## config.mk

```make
export PLATFORM = sky130hd
export DESIGN_NAME = conv_seq_ctrl_flat
export DESIGN_NICKNAME = d
export VERILOG_FILES = /design/src/rtl/conv_seq_if.sv /design/src/rtl/conv_seq_ctrl.sv /design/src/flat_wrapper.sv
export SDC_FILE = /design/constraint.sdc
export NUM_CORES = 1
export LEC_CHECK = 0
export CAP_MARGIN = 20
export CORE_ASPECT_RATIO = 0.75
export CORE_MARGIN = 3
export CORE_UTILIZATION = 49
export CTS_BUF_LIST = sky130_fd_sc_hd__clkbuf_4 sky130_fd_sc_hd__clkbuf_8
export DETAILED_ROUTE_END_ITERATION = 6
export GPL_TIMING_DRIVEN = 0
export PLACE_DENSITY = 0.89
export RECOVER_POWER = 100
export REMOVE_ABC_BUFFERS = 1
export SLEW_MARGIN = 0
export SYNTH_ARGS = -nofsm -noshare
export SYNTH_HDL_FRONTEND = slang
export SYNTH_SLANG_ARGS = --single-unit
```

## constraint.sdc

```tcl
create_clock -name CLK100MHZ -period 2.8 [get_ports CLK100MHZ]
set_input_delay 0.42 -clock CLK100MHZ [delete_from_list [all_inputs] [get_ports CLK100MHZ]]
set_output_delay 0.42 -clock CLK100MHZ [all_outputs]
set_load 0.05 [all_outputs]
```

## src/rtl/conv_seq_if.sv

```systemverilog
// Column-stream, Conv-drive and result handshake bundle for conv_seq_ctrl.
//   slave  : the sequencer side (consumes columns and result-ready, drives Conv and results)
//   master : the environment side (upstream source, Conv, downstream sink)
`timescale 1ns/1ps
interface conv_seq_if #(
  parameter int unsigned BIT_LEN = 8,
  parameter int unsigned CNT_LEN = 10
);
  logic [3*BIT_LEN-1:0] i_col_data;
  logic                 i_col_valid;
  logic                 o_col_ready;
  logic [BIT_LEN-1:0]   o_dato0;
  logic [BIT_LEN-1:0]   o_dato1;
  logic [BIT_LEN-1:0]   o_dato2;
  logic                 o_selecK_I;
  logic                 o_conv_valid;
  logic                 i_res_ready;
  logic                 o_res_valid;
  logic [CNT_LEN-1:0]   o_res_idx;

  modport slave (
    input  i_col_data, i_col_valid, i_res_ready,
    output o_col_ready, o_dato0, o_dato1, o_dato2, o_selecK_I, o_conv_valid,
           o_res_valid, o_res_idx
  );

  modport master (
    output i_col_data, i_col_valid, i_res_ready,
    input  o_col_ready, o_dato0, o_dato1, o_dato2, o_selecK_I, o_conv_valid,
           o_res_valid, o_res_idx
  );
endinterface

```

## src/rtl/conv_seq_ctrl.sv

```systemverilog
// Sequencer in front of the 3x3 Conv datapath: optional kernel load, W image
// columns, one zero flush column, with per-result valid/ready backpressure.
// Ports:
//   CLK100MHZ, i_reset       clock, synchronous active-high reset
//   i_start, i_load_kernel,  frame start (IDLE only), kernel-load select,
//   i_num_cols               image width W (must be >= M_LEN)
//   bus (conv_seq_if.slave)  column stream in, Conv drive out, result valid/idx out
//   o_busy, o_done, o_err    not-idle, frame-end pulse, bad-width pulse
`timescale 1ns/1ps
module conv_seq_ctrl #(
  parameter int unsigned BIT_LEN = 8,
  parameter int unsigned M_LEN   = 3,
  parameter int unsigned CNT_LEN = 10
) (
  input  logic               CLK100MHZ,
  input  logic               i_reset,
  input  logic               i_start,
  input  logic               i_load_kernel,
  input  logic [CNT_LEN-1:0] i_num_cols,
  conv_seq_if.slave          bus,
  output logic               o_busy,
  output logic               o_done,
  output logic               o_err
);

  localparam logic [CNT_LEN-1:0] M_CNT = CNT_LEN'(M_LEN);
  localparam logic [CNT_LEN-1:0] ONE   = CNT_LEN'(1);

  typedef enum logic [2:0] {IDLE, LOAD_K, IMG, DRAIN, WAIT_OUT} state_t;

  state_t             state, state_next;
  logic [CNT_LEN-1:0] num_cols;
  logic [CNT_LEN-1:0] cnt;
  logic               res_valid;
  logic [CNT_LEN-1:0] res_idx;
  logic               done;
  logic               err;

  logic               col_ready_c;
  logic               push_c;
  logic               sel_c;
  logic [BIT_LEN-1:0] d0_c, d1_c, d2_c;
  logic               res_take_c;

  assign res_take_c = res_valid & bus.i_res_ready;

  // State register
  always_ff @(posedge CLK100MHZ) begin
    if (i_reset) state <= IDLE;
    else         state <= state_next;
  end

  // Next-state logic
  always_comb begin
    state_next = state;
    case (state)
      IDLE:     if (i_start && (i_num_cols >= M_CNT))
                  state_next = i_load_kernel ? LOAD_K : IMG;
      LOAD_K:   if (push_c && (cnt == M_CNT - ONE)) state_next = IMG;
      IMG:      if (push_c && (cnt == num_cols - ONE)) state_next = DRAIN;
      DRAIN:    if (push_c) state_next = WAIT_OUT;
      WAIT_OUT: if (res_take_c) state_next = IDLE;
      default:  state_next = IDLE;
    endcase
  end

  // Conv-side and handshake outputs
  always_comb begin
    col_ready_c = 1'b0;
    push_c      = 1'b0;
    sel_c       = 1'b1;
    d0_c        = '0;
    d1_c        = '0;
    d2_c        = '0;
    case (state)
      LOAD_K: begin
        col_ready_c = 1'b1;
        sel_c       = 1'b0;
        push_c      = bus.i_col_valid;
        d0_c        = bus.i_col_data[BIT_LEN-1:0];
        d1_c        = bus.i_col_data[2*BIT_LEN-1:BIT_LEN];
        d2_c        = bus.i_col_data[3*BIT_LEN-1:2*BIT_LEN];
      end
      IMG: begin
        // A held result would be overwritten by the next image push.
        col_ready_c = !res_valid | bus.i_res_ready;
        push_c      = bus.i_col_valid & col_ready_c;
        d0_c        = bus.i_col_data[BIT_LEN-1:0];
        d1_c        = bus.i_col_data[2*BIT_LEN-1:BIT_LEN];
        d2_c        = bus.i_col_data[3*BIT_LEN-1:2*BIT_LEN];
      end
      DRAIN:   push_c = !res_valid | bus.i_res_ready;
      default: ;
    endcase
  end

  assign bus.o_col_ready  = col_ready_c;
  assign bus.o_conv_valid = push_c;
  assign bus.o_selecK_I   = sel_c;
  assign bus.o_dato0      = d0_c;
  assign bus.o_dato1      = d1_c;
  assign bus.o_dato2      = d2_c;
  assign bus.o_res_valid  = res_valid;
  assign bus.o_res_idx    = res_idx;
  assign o_busy           = (state != IDLE);
  assign o_done           = done;
  assign o_err            = err;

  // Counters, result flag/index, status pulses
  always_ff @(posedge CLK100MHZ) begin
    if (i_reset) begin
      num_cols  <= '0;
      cnt       <= '0;
      res_valid <= 1'b0;
      res_idx   <= '0;
      done      <= 1'b0;
      err       <= 1'b0;
    end else begin
      done <= 1'b0;
      err  <= 1'b0;
      // A push in the same cycle below re-sets the flag.
      if (res_take_c) res_valid <= 1'b0;
      case (state)
        IDLE: begin
          cnt <= '0;
          if (i_start) begin
            if (i_num_cols < M_CNT) err <= 1'b1;
            else                    num_cols <= i_num_cols;
          end
        end
        LOAD_K: if (push_c) cnt <= (cnt == M_CNT - ONE) ? '0 : cnt + ONE;
        IMG: if (push_c) begin
          cnt <= (cnt == num_cols - ONE) ? '0 : cnt + ONE;
          // Conv latches window p-M_LEN on the edge that accepts column p.
          if (cnt >= M_CNT) begin
            res_valid <= 1'b1;
            res_idx   <= cnt - M_CNT;
          end
        end
        DRAIN: if (push_c) begin
          res_valid <= 1'b1;
          res_idx   <= num_cols - M_CNT;
        end
        WAIT_OUT: if (res_take_c) done <= 1'b1;
        default: ;
      endcase
    end
  end

endmodule

```

## src/flat_wrapper.sv

```systemverilog
// flat-port wrapper written by rule: the top's interface ports become plain ports
module conv_seq_ctrl_flat 
#(
  parameter int unsigned BIT_LEN = 8,
  parameter int unsigned M_LEN   = 3,
  parameter int unsigned CNT_LEN = 10
)
  (CLK100MHZ, i_reset, i_start, i_load_kernel, i_num_cols, o_busy, o_done, o_err, bus_i_col_data, bus_i_col_valid, bus_i_res_ready, bus_o_col_ready, bus_o_dato0, bus_o_dato1, bus_o_dato2, bus_o_selecK_I, bus_o_conv_valid, bus_o_res_valid, bus_o_res_idx);
  conv_seq_if #(.BIT_LEN(BIT_LEN), .CNT_LEN(CNT_LEN)) bus_i ();
  input  logic CLK100MHZ;
  input  logic i_reset;
  input  logic i_start;
  input  logic i_load_kernel;
  input  logic [CNT_LEN-1:0] i_num_cols;
  output logic o_busy;
  output logic o_done;
  output logic o_err;
  input wire logic [$bits(bus_i.i_col_data)-1:0] bus_i_col_data;
  input wire logic [$bits(bus_i.i_col_valid)-1:0] bus_i_col_valid;
  input wire logic [$bits(bus_i.i_res_ready)-1:0] bus_i_res_ready;
  output wire logic [$bits(bus_i.o_col_ready)-1:0] bus_o_col_ready;
  output wire logic [$bits(bus_i.o_dato0)-1:0] bus_o_dato0;
  output wire logic [$bits(bus_i.o_dato1)-1:0] bus_o_dato1;
  output wire logic [$bits(bus_i.o_dato2)-1:0] bus_o_dato2;
  output wire logic [$bits(bus_i.o_selecK_I)-1:0] bus_o_selecK_I;
  output wire logic [$bits(bus_i.o_conv_valid)-1:0] bus_o_conv_valid;
  output wire logic [$bits(bus_i.o_res_valid)-1:0] bus_o_res_valid;
  output wire logic [$bits(bus_i.o_res_idx)-1:0] bus_o_res_idx;
  assign bus_i.i_col_data = bus_i_col_data;
  assign bus_i.i_col_valid = bus_i_col_valid;
  assign bus_i.i_res_ready = bus_i_res_ready;
  assign bus_o_col_ready = bus_i.o_col_ready;
  assign bus_o_dato0 = bus_i.o_dato0;
  assign bus_o_dato1 = bus_i.o_dato1;
  assign bus_o_dato2 = bus_i.o_dato2;
  assign bus_o_selecK_I = bus_i.o_selecK_I;
  assign bus_o_conv_valid = bus_i.o_conv_valid;
  assign bus_o_res_valid = bus_i.o_res_valid;
  assign bus_o_res_idx = bus_i.o_res_idx;
  conv_seq_ctrl #(.BIT_LEN(BIT_LEN), .M_LEN(M_LEN), .CNT_LEN(CNT_LEN)) u_core (.CLK100MHZ(CLK100MHZ), .i_reset(i_reset), .i_start(i_start), .i_load_kernel(i_load_kernel), .i_num_cols(i_num_cols), .bus(bus_i), .o_busy(o_busy), .o_done(o_done), .o_err(o_err));
endmodule
```

Word-level counts from Yosys, hierarchy flattened
Index checks and enable logic that the tools add are counted.
{ "classes": {"multipliers": 0, "n_eq_ne": 14, "n_bitwise": 7, "magnitude_cmp": 3, "muxes": 29, "n_reduce_logical": 15, "add_sub_neg": 4, "n_shift": 0, "div": 0} }
{ "ops": {"columns": ["cell", "count"], "rows": [
  ["$mux 10", 7],
  ["$pmux 10 s3", 1],
  ["$mux 8", 3],
  ["$ge 10x2->1 const B", 2],
  ["$pmux 10 s2", 1],
  ["$sub 10x2->10 const B", 2],
  ["$ne 2x1->1 const B", 8],
  ["$mux 3", 5],
  ["$pmux 3 s5", 1],
  ["$add 10x1->10 const B", 1],
  ["$eq 10x10->1", 1],
  ["$eq 10x2->1 const B", 1],
  ["$lt 10x2->1 const B", 1],
  ["$sub 10x1->10 const B", 1],
  ["$mux 1", 7],
  ["$eq 3x2->1 const B", 2],
  ["$reduce_and 3->1", 2],
  ["$reduce_bool 3->1", 2],
  ["$reduce_and 5->1", 1],
  ["$not 1->1", 4],
  ["$pmux 1 s2", 2],
  ["$reduce_and 4->1", 1],
  ["$reduce_or 2->1", 2],
  ["$eq 3x1->1 const B", 1],
  ["other kinds (10)", 13]
]} }
{ "totals": {"ram_bits": 0, "mem_count": 0, "input_bits": 40, "reg_bits": 36, "elab_cells": 79, "rom_bits": 0, "latch_bits": 0} }

Longest topological paths before layout
{ "depth": {"word_depth": 7, "depth_mapped": 9, "mapped_depth_nobuf": 8} }

Worst setup path before layout
No wires, ideal clock.
{ "synth_path": {"kind": "reg-to-reg", "startpoint": "reg u_core.num_cols[0]", "endpoint": "reg u_core.cnt[4]", "arrival_ps": 2251, "setup_ps": 126, "n_path_buf": 1, "slack_ps": 423, "required_ps": 2674, "stages_incl_launch_ff": 10, "period_less_slack_ps": 2377, "cell_sequence": "dfxtp_1 clkbuf_1 inv_1 ha_1 o21ba_1 a221o_1 a2111oi_4 nand3_2 o31ai_4 nor2_1"} }
{ "synth_between": {"elab_chain_len": 5} }
{ "synth_lines": {"columns": ["element", "line", "source"], "rows": [
  ["from (decl)", "conv_seq_ctrl.sv:32", "logic [CNT_LEN-1:0] num_cols;"],
  ["from (signal assigned)", "conv_seq_ctrl.sv:128", "else num_cols <= i_num_cols;"],
  ["$sub 10x1->10", "conv_seq_ctrl.sv:133", "cnt <= (cnt == num_cols - ONE) ? '0 : cnt + ONE;"],
  ["$eq 10x10->1", "conv_seq_ctrl.sv:133", null],
  ["$mux 10", "conv_seq_ctrl.sv:133", null],
  ["$mux 10", "conv_seq_ctrl.sv:132", "IMG: if (push_c) begin"],
  ["$pmux 10 s3", "conv_seq_ctrl.sv:123", "case (state)"],
  ["to (signal assigned)", "conv_seq_ctrl.sv:131", "LOAD_K: if (push_c) cnt <= (cnt == M_CNT - ONE) ? '0 : cnt + ONE;"],
  ["to (signal assigned)", "conv_seq_ctrl.sv:133", null],
  ["to (decl)", "conv_seq_ctrl.sv:33", "logic [CNT_LEN-1:0] cnt;"]
]} }
No other way between the ends. The select of a mux whose other input is x is not followed.
A chain may end at the register's enable or synchronous reset.

Final worst setup path
{ "layout_path": {"startpoint": "reg u_core.num_cols[0]", "endpoint": "reg u_core.cnt[5]"} }
The elaborated chain is that of the path after synthesis.

==> run metrics <==
DP Wirelength=5.63 mm; WL final=7.52 mm; top-count cell post-synth=dfxtp_1; Overflow after GRT=0; share of the synthesized area in the top cell type=27.0%; die width=91.2 um; WS Path Type=reg -> reg; Rel. slew slack=30.1%; CP startpoint kind=flop; ANT cells=0; share of cells above drive strength 1=10.5%; Root Driver=clkbuf_8; Layout Nets=444; Worst Max-Slew Pin Slew=1.05 ns; Clock Latency Late Sink=0.30 ns; Max H-tree Level=2; Setup TNS=0 ns; Initial Util=52.7%; Worst path slowest cell=dfxtp_2; dominant cell type by area after synthesis=dfxtp_1; CTS buffer count=5; Flop pwr share=23.7%; Synth cell types=56; FF-to-FF path depth=8; Synth Cell Area=0.00267 mm^2; initial antenna violation count=0; routed vias/inst=5.77; max cap viols=0; Die Ht=69.9 um; crit-path cells=inv_1 -> ha_1 -> o21ba_1 -> a221o_1 -> a2111oi_4 -> nand3_1 -> o31ai_4 -> nor2_1; clk slew on worst S/H paths=0.08 ns; Comb pwr share=63.7%; Total GRT Usage=23.3%; DR iter-0 viols=391; Die Area=0.00637 mm^2; LEAKAGE=0.00135 uW; Sw Pwr=1610 uW; Avg Cell Area, Syn=7.92 um^2; first-pass GRT wire length=12.2 mm; DRC=0; unrepaired setup endpoints after global routing=no; required time worst endpoint=2.97 ns; Post-synth EDFFs=0; IO Port Bufs=80; CP max stage delay=0.43 ns; Clock Power Share=12.7%; worst clock skew=0.0112 ns; fin worst setup slack=0.188 ns; vias=2729; critical path capture point type=flop; Final Hold Fails=0; largest net degree at the start of global routing=31; Commonest cells post-synth=36 x dfxtp_1, 35 x nor2_1, 25 x a21oi_1, 24 x and2_1, 24 x nand2_1; count of final setup violators=0; total power=2990 uW; Post-synth ARST share=0%; Highest Clock Rate=0.383 GHz; CTS tree=built; cell-internal power=1380 uW; worst-case clock buffer depth=2; clock period minus worst slack=2.61 ns; core box area=0.00506 mm^2; Synth-to-Final Area Change=30.3%; top cells by area, synth=dfxtp_1 27%, and2_1 5.6%, mux2i_1 5.6%; CP max FO=8; post-DR wirelength/cell=15.9 um; status=finished clean; Final Wtd Congestion=0.932; Power Dens Cells=860 mW/mm^2; register area share after synthesis=27.0%; Syn Inst Count=337; CTS Sinks=36; Hold Path Depth=2; Arr. time, crit path=2.79 ns; DP Worst Slack=-0.177 ns; fin. max-slew vios=0; vias in the first global route=2425; I/O pin count=81; switch share=54.0%; Site Rows=22; Detail Route Antenna Nets=0; Syn. warnings=0; Initial DRT Pass Iterations=5; main flop type after synthesis=dfxtp_1; #FFs+latches synth=36; Peak VDD IR=0.437 mV; Final Cycle Share=93.3%; HP Class=reg -> reg
## per-layer routing
| layer | global-route usage, % | wire length [um] | up-vias |
|---|---|---|---|
| met5 | 0 | 0 | - |
| met1 | 33.1 | 3290 | 1272 |
| met3 | 4.20 | 597 | 15 |
| li1 | - | - | 1307 |
| met4 | 5.69 | 111 | 0 |
| met2 | 36.7 | 3520 | 135 |
## flip-flops by register name, indices dropped and copies added, names as in the netlist
| name | cells |
|---|---|
| u_core.bus.o_res_idx | 10 |
| u_core.num_cols | 10 |
| u_core.state | 3 |
| u_core.o_done | 1 |
| u_core.bus.o_res_valid | 1 |
| u_core.o_err | 1 |
| u_core.cnt | 10 |
## layout by cell type, fill, tap and decap left out, drive strengths merged, types with 13 or more instances in the layout
master / count
and2: 24
nand2: 24
dfxtp: 36
a21oi: 25
xnor2: 16
clkbuf: 17
clkdlybuf4s50: 37
nor2: 35
mux2i: 15
o21ai: 13
dlygate4sd3: 17
## repair_timing
action                                  4_1_cts  5_1_grt
pin swaps                                     0        1
resized for setup                            48       13
endpoints found under the setup margin       25       28
hold buffers                                  0        0
buffers inserted                              0        2
## path summary, 6_finish.rpt
kind | start | to | slack (ns)
setup / recovery | u_core.num_cols[0] | u_core.cnt[5] | 0.19
hold / removal | u_core.bus.o_res_idx[9] | u_core.bus.o_res_idx[9] | 0.47
setup reg to reg | u_core.num_cols[0] | u_core.cnt[5] | 0.19
hold reg to reg | u_core.bus.o_res_idx[9] | u_core.bus.o_res_idx[9] | 0.47
## power by group through the flow
stage / clock network (uW) / logic [uW] / registers [uW]
after floorplan: 0 / 1420 / 690
after global placement: 0 / 1950 / 704
after detailed placement: 0 / 2000 / 709
after CTS: 376 / 1950 / 701
after global routing: 404 / 2010 / 722
final: 378 / 1900 / 707
## critical path, delay by kind of cell (launching register included)
| kind | cells | cell delay [ns] |
|---|---|---|
| flip-flops | 1 | 0.43 |
| adder cells (fa/ha/maj) | 1 | 0.29 |
| AO/OA/AOI/OAI | 4 | 1.39 |
| buffers and inverters | 1 | 0.07 |
| AND/OR/NAND/NOR | 2 | 0.31 |
## cell type report
class / instances / area (um^2)
Inverter: 8 / 30.0
Sequential cell: 36 / 724
Fill cell: 412 / 1590
Timing Repair Buffer: 84 / 774
Clock inverter: 3 / 18.8
Multi-Input combinational cell: 265 / 1770
Clock buffer: 5 / 68.8
Tap cell: 72 / 90.1
## metrics by stage
stage | utilization (%) | hold WS (ns) | instances | area [um^2]
floorplan | - | 0.489 | 309 | 2520
global placement | 67.4 | 0.449 | 461 | 3420
detailed placement | 67.6 | 0.459 | 462 | 3420
CTS | 69.3 | 0.472 | 470 | 3510
global route | 68.6 | 0.502 | 473 | 3480
finish | 68.6 | 0.469 | 473 | 3480
## cell families after synthesis
family | count (synthesis) | share of synthesized area (%)
fa+ha+maj | 4 | 1.88
mux | 15 | 5.63
compound gates | 68 | 19.0
simple gates | 150 | 30.8
xor+xnor | 28 | 9.19
flops | 36 | 27.0
buf+inv | 36 | 6.47
Power figures use the tool's default switching activity.
